### src/rtl/counter_seq_ctrl_pkg.sv
`default_nettype none
// +----------------------------------------------------------------------+
// | counter_seq_ctrl_pkg : state encoding and pulse constants shared by   |
// |                        the counter command sequencer                  |
// | Revision 1.0                                                          |
// +----------------------------------------------------------------------+
package counter_seq_ctrl_pkg;

   localparam logic [1:0] ST_IDLE = 2'd0;
   localparam logic [1:0] ST_LOAD = 2'd1;
   localparam logic [1:0] ST_RUN  = 2'd2;
   localparam logic [1:0] ST_DONE = 2'd3;

   typedef enum logic [1:0] {
      IDLE = ST_IDLE,
      LOAD = ST_LOAD,
      RUN  = ST_RUN,
      DONE = ST_DONE
   } state_t;

   // Length in cycles of the done/aborted status pulses.
   localparam int unsigned PULSE_CYCLES = 1;
   localparam int unsigned PULSE_CNT_W  = $clog2(PULSE_CYCLES + 1);

endpackage
`default_nettype wire

### src/rtl/counter_seq_ctrl.sv
`default_nettype none
// +----------------------------------------------------------------------+
// | counter_seq_ctrl : accepts (start, end) run commands and drives the   |
// |                    downstream counter until cnt_out reaches end       |
// | Revision 1.0                                                          |
// +----------------------------------------------------------------------+
module counter_seq_ctrl
   import counter_seq_ctrl_pkg::*;
#(
   parameter int WIDTH  = 5,
   parameter int RUNS_W = 8
) (
   input  logic              clk,
   input  logic              rst,
   input  logic              cmd_valid,
   output logic              cmd_ready,
   input  logic [WIDTH-1:0]  cmd_start,
   input  logic [WIDTH-1:0]  cmd_end,
   input  logic              abort,
   input  logic [WIDTH-1:0]  cnt_out,
   output logic              load,
   output logic              enab,
   output logic [WIDTH-1:0]  cnt_in,
   output logic              busy,
   output logic              done,
   output logic              aborted,
   output logic [RUNS_W-1:0] runs
);

   localparam logic [RUNS_W-1:0]      RUNS_ONE   = RUNS_W'(1);
   localparam logic [PULSE_CNT_W-1:0] ABORT_LEN  = PULSE_CNT_W'(PULSE_CYCLES);
   localparam logic [PULSE_CNT_W-1:0] ABORT_STEP = PULSE_CNT_W'(1);

   state_t                 state_q, state_d;
   logic [WIDTH-1:0]       start_q, start_d;
   logic [WIDTH-1:0]       end_q, end_d;
   logic [RUNS_W-1:0]      runs_q, runs_d;
   logic [PULSE_CNT_W-1:0] abort_cnt_q, abort_cnt_d;
   logic                   at_end;

   assign at_end = (cnt_out == end_q);

   always_comb begin
      state_d     = state_q;
      start_d     = start_q;
      end_d       = end_q;
      runs_d      = runs_q;
      abort_cnt_d = (abort_cnt_q != '0) ? abort_cnt_q - ABORT_STEP : '0;
      cmd_ready   = 1'b0;
      load        = 1'b0;
      enab        = 1'b0;
      done        = 1'b0;

      case (state_q)
         IDLE: begin
            cmd_ready = 1'b1;
            if (cmd_valid) begin
               state_d = LOAD;
               start_d = cmd_start;
               end_d   = cmd_end;
            end
         end
         LOAD: begin
            load = 1'b1;
            enab = 1'b1;
            if (abort) begin
               state_d     = IDLE;
               abort_cnt_d = ABORT_LEN;
            end else begin
               state_d = RUN;
            end
         end
         RUN: begin
            // Holding enab low on the terminal value clears the counter next cycle.
            enab = !at_end;
            if (abort) begin
               state_d     = IDLE;
               abort_cnt_d = ABORT_LEN;
            end else if (at_end) begin
               state_d = DONE;
            end
         end
         DONE: begin
            done    = 1'b1;
            state_d = IDLE;
            if (runs_q != '1) begin
               runs_d = runs_q + RUNS_ONE;
            end
         end
         default: state_d = IDLE;
      endcase
   end

   always_ff @(posedge clk) begin
      if (rst) begin
         state_q     <= IDLE;
         start_q     <= '0;
         end_q       <= '0;
         runs_q      <= '0;
         abort_cnt_q <= '0;
      end else begin
         state_q     <= state_d;
         start_q     <= start_d;
         end_q       <= end_d;
         runs_q      <= runs_d;
         abort_cnt_q <= abort_cnt_d;
      end
   end

   assign busy    = (state_q != IDLE);
   assign aborted = (abort_cnt_q != '0);
   assign cnt_in  = start_q;
   assign runs    = runs_q;

endmodule
`default_nettype wire

### config.mk
export PLATFORM = sky130hd
export DESIGN_NAME = counter_seq_ctrl
export DESIGN_NICKNAME = d
export VERILOG_FILES = /design/src/rtl/counter_seq_ctrl_pkg.sv /design/src/rtl/counter_seq_ctrl.sv
export SDC_FILE = /design/constraint.sdc
export NUM_CORES = 1
export LEC_CHECK = 0
export CORE_MARGIN = 2
export CORE_UTILIZATION = 46
export CTS_CLUSTER_SIZE = 20
export DETAILED_ROUTE_END_ITERATION = 8
export GPL_TIMING_DRIVEN = 0
export PLACE_DENSITY = 0.83
export SLEW_MARGIN = 20
export SYNTH_ARGS = -nofsm -noshare
export SYNTH_HDL_FRONTEND = slang
export SYNTH_SLANG_ARGS = --single-unit
### constraint.sdc
create_clock -name clk -period 2.9 [get_ports clk]
set_input_delay 0.435 -clock clk [delete_from_list [all_inputs] [get_ports clk]]
set_output_delay 0.435 -clock clk [all_outputs]
set_load 0.1 [all_outputs]
Word-level counts from Yosys, hierarchy flattened
Cells that the tools add are included.
{ "classes": {"eq_ne": 7, "n_mux": 12, "addsub": 2, "n_reduce_logical": 7} }
{ "op_table": {"columns": ["op", "n"], "rows": [
  ["$add A8 B1 Y8 const B", 1],
  ["$mux W2", 4],
  ["$ne A8 B8 Y1 const B", 1],
  ["$pmux W2 S4", 1],
  ["$mux W1", 6],
  ["$reduce_and A2 Y1", 3],
  ["$eq A5 B5 Y1", 1],
  ["$eq A2 B2 Y1 const B", 2],
  ["$ne A3 B3 Y1 const B", 1],
  ["$eq A2 B1 Y1 const B", 1],
  ["$logic_not A2 Y1", 1],
  ["$ne A2 B2 Y1 const B", 1],
  ["$pmux W1 S2", 1],
  ["$reduce_bool A2 Y1", 1],
  ["$reduce_or A2 Y1", 1],
  ["$logic_not A1 Y1", 1],
  ["$sub A1 B1 Y1 const B", 1]
]} }
{ "word_totals": {"out_inout_bits": 19, "reg_bits": 21, "word_cells": 33, "in_bits": 19} }

Depth between registers and ports, before layout
Gate-level depths: netlist (run 1).
{ "depth": {"depth_word": 4, "mapped_depth": 6, "depth_no_buf": 6} }

Worst setup path before layout (run 1)
No wires, ideal clock.
{ "synth_timing": {"kind": "register to output", "start": "register state_q[1]", "end": "output enab", "stages_incl_launch_ff": 5, "slack_ps": -261, "path_buffers": 0, "t_required_ps": 2465, "arrival_ps": 2726, "path_cell_list": "dfxtp_1 -> inv_1 -> ha_1 -> o21ai_0 -> nor2_1"} }
{ "synth_between": {"elab_chain_cells": 2, "elab_cells_between_ends": 3, "classes_between": "eq/ne (2); mux (1)"} }
{ "synth_lines": {"columns": ["item", "line", "text"], "rows": [
  ["start, declared", "counter_seq_ctrl.sv:34", "state_t state_q, state_d;"],
  ["start signal, assigned", "counter_seq_ctrl.sv:102", "state_q <= state_d;"],
  ["$eq A2 B2 Y1 or $eq A2 B1 Y1 (tied branches)", "counter_seq_ctrl.sv:54", "case (state_q)"],
  ["$pmux W1 S2 *", "counter_seq_ctrl.sv:54", null],
  ["end, declared", "counter_seq_ctrl.sv:22", "output logic enab,"]
]} }
Every way passes the cells marked *; elsewhere a longest branch is shown, timed or not.

Final worst setup path (run 1)
{ "layout_timing": {"start": "register state_q[0]", "end": "output busy"} }
{ "layout_between": {"elab_chain_cells": 1} }
{ "layout_lines": {"columns": ["item", "line", "text"], "rows": [
  ["$reduce_bool A2 Y1", "counter_seq_ctrl.sv:110", "assign busy = (state_q != IDLE);"],
  ["end, declared", "counter_seq_ctrl.sv:24", "output logic busy,"]
]} }
No other way between the ends.

==> out/results.tsv, run 1 <==
stage	metric	value	unit
final_layout	post-route-util	71.3	%
timing	max_freq	0.361	GHz
floorplanning	rows	16	
clock_network	clock_path_buffers	2	
floorplanning	die_x	50.6	um
timing	setup_tns	0	ns
final_layout	fillers	175	
pwr	ir_worst_vdd	435	uV
clock_network	htreeDepth	1	
timing	setup_viol	0	
critical_path	crit_path_start_kind	flip-flop	
critical_path	end_kind	primary output	
timing	finalHoldViolations	0	
timing	worst_pin_slew	0.987	ns
final_layout	nNetsFinal	187	
final_layout	regArea	420	sq um
synth	ys.flop_type	dfxtp_1	
floorplanning	core_area	2000	sq um
clock_network	cts_buffers	3	
global_routing	antenna_found_initial	0	
synth	yosys.area.top_type	dfxtp_1	
place	dp_hpwl	1.77	mm
final_layout	areaGrowthSynthToFinish	42.7	%
routing	ant_nets	0	
critical_path	cp-startpoint	state_q[0]$_SDFFE_PP0P_	
synth	synth_top_cell_area_share	42.1	%
synth	ys_seq_area_share	42.1	%
synth	synthArstFlopShare	0	%
clock_network	insertion_delay	0.30	ns
place	gp_congestion	0.770	
floorplanning	initial_core_util	49.9	%
routing	wl_per_cell	12.1	um
synth	yosysMostFrequentCell	nand2_1	
place	dp_cells	184	
place	portBuffers	36	
critical_path	reg2reg_slack	1.34	ns
clock_network	cts_tree	done	
clock_network	cts.clk_slew.worst_paths	0.11	ns
critical_path	arrival	2.33	ns
synth	syn_nets	146	
pwr	p_per_area	469	nW/um^2
clock_network	post_cts_buffers	0	
routing	drtPass1Iterations	4	
critical_path	worstPathMaxFanout	4	
timing	period_share	95.4	%
synth	netlist_instances	121	
timing	finalCriticalPeriod	2.77	ns
synth	ys_top_cells_by_count	27 x nand2_1, 21 x dfxtp_1, 12 x a21oi_1, 8 x nor2_1, 6 x ha_1	
synth	synth_cell_types	27	
critical_path	r2r_start	state_q[1]$_SDFFE_PP0P_	
timing	clock_skew	0.00324	ns
final_layout	antennaDiodeCount	0	
timing	drv_slew	0	
routing	wl	2.27	mm
floorplanning	die_y	50.6	um
hold_path	hp-start	cnt_in[0]$_SDFFE_PP0P_	
run_status	run_status	finished clean	
global_routing	grt_max_degree	13	
global_routing	grt_util_all_layers	19.9	%
synth	avgSynthCellArea	8.26	sq um
pwr	p_leak	0.000573	uW
critical_path	setup.worst_path.class	reg -> out	
timing	rsz0062_at_grt	no	
routing	drt_iter0_markers	15	
synth	synth_edf_count	0	
floorplanning	io_pins	38	
global_routing	grt_pass1_vias	902	
final_layout	multi_input_area	552	sq um
routing	vias	960	
global_routing	grt_overflow	0	
floorplanning	dieArea	2560	sq um
clock_network	cts_hold_buffers	0	
hold_path	hold_path_class	reg -> reg	
synth	syn_area	1000	sq um
synth	yosysWarnings	0	
job	drv_cap	0	
critical_path	cp.required	2.47	ns
final_layout	stdcell_count	188	
timing	relSlewSlack	34.0	%
clock_network	postCtsResizedCells	0	
global_routing	grt_pass1_wl	3.91	mm
final_layout	drive_above_1_share	5.59	%
clock_network	root_buffer	clkbuf_4	
routing	drc	0	
synth	synth.area.top_cells	dfxtp_1 42%, nand2_1 10%, ha_1 7.5%, a21oi_1 6.0%, xnor2_1 4.4%	
synth	ys_ff_latch	21	
routing	viasPerCell	5.11	
clock_network	cts_sinks	21	
stage by stage:
step	cell area [sq um]	total power [uW]	hold slack [ns]	setup slack (ns)
floorplan	1000	474	0.449	0.0684
global placement	1400	532	0.443	0.0688
detailed placement	1400	537	0.451	0.0409
CTS	1420	676	0.468	0.00930
global route	1430	702	0.497	0.0591
finish	1430	670	0.466	0.133
critical path: stages, from the launching register on:
cell,delay [ns]
dfxtp_1,0.42
inv_1,0.10
ha_1,0.24
inv_1,0.11
clkdlybuf4s50_1,1.15
kinds of logic after synthesis:
family / synth area share [%]
DFF: 42.1
AOI/OAI and AO/OA: 14.5
buffers and inverters: 3.00
and+or+nand+nor: 22.9
adders and majority gates: 7.51
xor gates and xnor gates: 7.01
muxes: 3.00
final cells by class:
cell class,instances,area share [%]
plain buffers,3,0.789
clock buffers,3,1.58
clock inverters,1,0.351
inverters,5,1.32
multi-input cells,92,38.7
flip-flops and latches,21,29.5
well taps,27,2.37
repair buffers,36,25.4
sequential cells by signal, indices dropped and copies added, names as in the netlist:
name and cells:
runs 8, state_q 2, cnt_in 5, aborted 1, end_q 5
path summary, 6_finish.rpt:
| kind | depth (start not counted) | to |
|---|---|---|
| max | 4 | busy |
| min | 2 | cnt_in[0]$_SDFFE_PP0P_ |
| max reg2reg | 6 | state_q[0]$_SDFFE_PP0P_ |
| min reg2reg | 2 | cnt_in[0]$_SDFFE_PP0P_ |
metal layers:
metal / routed length [um] / vias up / track usage, %
met4: 28 / 0 / 7.66
met3: 91 / 4 / 4.76
met2: 1170 / 27 / 36.0
met1: 977 / 439 / 22.5
met5: 0 / - / 0
li1: - / 490 / -
power by group:
group | internal [uW] | leakage (uW) | switching (uW)
logic | 67.9 | 0.000384 | 152
registers | 302 | 0.000171 | 9.12
clock network | 51.4 | 0.0000177 | 87.2
layout by cell type, fill, tap and decap left out, types with 2 or more instances in the layout:
cell,n
clkdlybuf4s50_1,35
nand2_1,27
dfxtp_1,21
a21oi_1,12
nor2_1,7
ha_1,6
inv_1,5
xnor2_1,5
o21ai_0,5
nand3_1,3
clkbuf_1,3
and3_1,3
mux2i_1,3
xor2_1,3
clkbuf_4,3
nor3_1,2
nand4_1,2
and2_1,2
No activity file was read; power rests on OpenSTA's default activity.
==> run 2: changes to the inputs <==
--- a/config.mk
+++ b/config.mk
@@ -5,11 +5,11 @@
 export SDC_FILE = /design/constraint.sdc
 export NUM_CORES = 1
 export LEC_CHECK = 0
-export CORE_MARGIN = 2
 export CORE_UTILIZATION = 46
 export CTS_CLUSTER_SIZE = 20
 export DETAILED_ROUTE_END_ITERATION = 8
 export GPL_TIMING_DRIVEN = 0
+export HOLD_SLACK_MARGIN = 0.1
 export PLACE_DENSITY = 0.83
 export SLEW_MARGIN = 20
 export SYNTH_ARGS = -nofsm -noshare
==> out/results.tsv, run 2 (synthesis gave the netlist of run 1 again) <==
stage	metric	value	unit	change
run_status	run_status	finished clean		
timing	relSlewSlack	34.9	%	+0.84 points
floorplanning	core_area	2000	sq um	unchanged
critical_path	path_common_cell	inv_1		
clock_network	cts_sinks	21		unchanged
critical_path	slowest_delay	1.15	ns	about the same
floorplanning	die_x	48.6	um	-4.0%
critical_path	arrival	2.34	ns	about the same
critical_path	slowest_stage	clkdlybuf4s50_1		
global_routing	grt_max_degree	14		+1
final_layout	layout_common_cells	35 x clkdlybuf4s50_1, 27 x nand2_1, 21 x dfxtp_1		
final_layout	antennaDiodeCount	0		unchanged
critical_path	crit_path_start_kind	flip-flop		
routing	drtPass1Iterations	4		unchanged
clock_network	cts_hold_buffers	0		unchanged
pwr	p_leak	0.000570	uW	-0.66%
global_routing	grt_overflow	0		unchanged
routing	wl_per_cell	12.5	um	+3.2%
final_layout	regArea	420	sq um	unchanged
clock_network	postCtsResizedCells	0		unchanged
clock_network	insertion_delay	0.31	ns	about the same
place	portBuffers	36		unchanged
floorplanning	dieArea	2360	sq um	-7.7%
final_layout	mostFrequentLayoutCell	clkdlybuf4s50_1		
clock_network	cts_tree	done		
timing	setup_tns	0	ns	unchanged
final_layout	design_area	1430	sq um	+0.18%
floorplanning	io_pins	38		unchanged
clock_network	cts.clk_slew.worst_paths	0.12	ns	about the same
routing	viasPerCell	5.06		-0.94%
final_layout	fillers	166		-5.1%
place	placed_area	1400	sq um	unchanged
routing	vias	951		-0.94%
floorplanning	die_y	48.6	um	-4.0%
routing	ant_nets	0		unchanged
clock_network	root_buffer	clkbuf_4		
critical_path	cp.required	2.47	ns	about the same
timing	finalCriticalPeriod	2.77	ns	+0.00534 ns
critical_path	end_kind	primary output		
clock_network	cts_buffers	3		unchanged
global_routing	grt_util_all_layers	21.1	%	+1.2 points
final_layout	nNetsFinal	187		unchanged
job	drv_cap	0		unchanged
timing	period_share	95.6	%	+0.18 points
final_layout	largest_register_ff_count	8		unchanged
floorplanning	initial_core_util	49.9	%	unchanged
timing	finalHoldViolations	0		unchanged
clock_network	post_cts_buffers	0		unchanged
hold_path	hold_path_class	reg -> reg		
pwr	p_per_area	474	nW/um^2	+0.92%
routing	wl	2.34	mm	+3.2%
clock_network	clock_path_buffers	2		unchanged
final_layout	multi_input_area	552	sq um	unchanged
routing	drc	0		unchanged
timing	setup_viol	0		unchanged
timing	clock_skew	0.00557	ns	+0.00233 ns
final_layout	areaGrowthSynthToFinish	42.9	%	
global_routing	grt_pass1_vias	952		+5.5%
routing	drt_iter0_markers	11		-4
timing	drv_slew	0		unchanged
clock_network	htreeDepth	1		unchanged
critical_path	worstPathCellList	inv_1 > ha_1 > inv_1 > clkdlybuf4s50_1		
place	gp_congestion	0.766		-0.57%
global_routing	grt_pass1_wl	3.91	mm	+0.18%
timing	rsz0062_at_grt	no		
timing	worst_pin_slew	0.974	ns	-0.0125 ns
critical_path	worstPathMaxFanout	4		unchanged
floorplanning	rows	16		unchanged
pwr	ir_worst_vdd	393	uV	-9.6%
global_routing	antenna_found_initial	0		unchanged
place	dp_hpwl	1.85	mm	+4.5%
critical_path	setup.worst_path.class	reg -> out		
final_layout	drive_above_1_share	5.59	%	unchanged
timing	max_freq	0.361	GHz	-0.19%
run 2: changes by cell type in the layout (fill, tap and decap cells not counted):
cell / previous run / this run
clkinv_2: 1 / 0
clkinvlp_4: 0 / 1
run 2: layout make-up:
class	count	area share, %
multi-input cells	92	38.6
plain buffers	3	0.788
repair buffers	36	25.4
inverters	5	1.31
well taps	27	2.36
clock inverters	1	0.525
clock buffers	3	1.58
flip-flops and latches	21	29.4
run 2: metrics by stage:
stage	instances	total power, uW	util [%]	hold slack, ns	setup WS (ns)
floorplan	121	474	-	0.449	0.0684
global placement	184	532	69.8	0.443	0.0704
detailed placement	184	538	69.8	0.449	0.0448
CTS	188	683	71.3	0.467	0.0117
global route	188	707	71.4	0.482	0.0266
finish	188	677	71.4	0.463	0.128
run 2: worst max-delay path: cells and delay by family (launching register included):
kind	cells	cell delay, ns
adder cells (fa/ha/maj)	1	0.26
buffers and inverters	3	1.37
flip-flops	1	0.41
run 2: per-layer routing:
layer	GRT usage (%)	up-vias	wire length, um
li1	-	488	-
met1	22.5	439	1010
met2	39.1	22	1210
met3	5.66	2	103
met4	7.84	0	14
met5	0	-	0
run 2: worst paths after layout:
check	startpoint	endpoint	slack [ns]	depth (start not counted)
max reg2reg	state_q[0]$_SDFFE_PP0P_	cnt_in[3]$_SDFFE_PP0P_	1.37	6
min reg2reg	cnt_in[2]$_SDFFE_PP0P_	cnt_in[2]$_SDFFE_PP0P_	0.46	2
max	state_q[0]$_SDFFE_PP0P_	busy	0.13	4
min	cnt_in[2]$_SDFFE_PP0P_	cnt_in[2]$_SDFFE_PP0P_	0.46	2
run 2: where the power goes:
part	switching, uW	internal, uW
sequential	8.97	302
combinational	153	68.1
clock	92.4	52.6
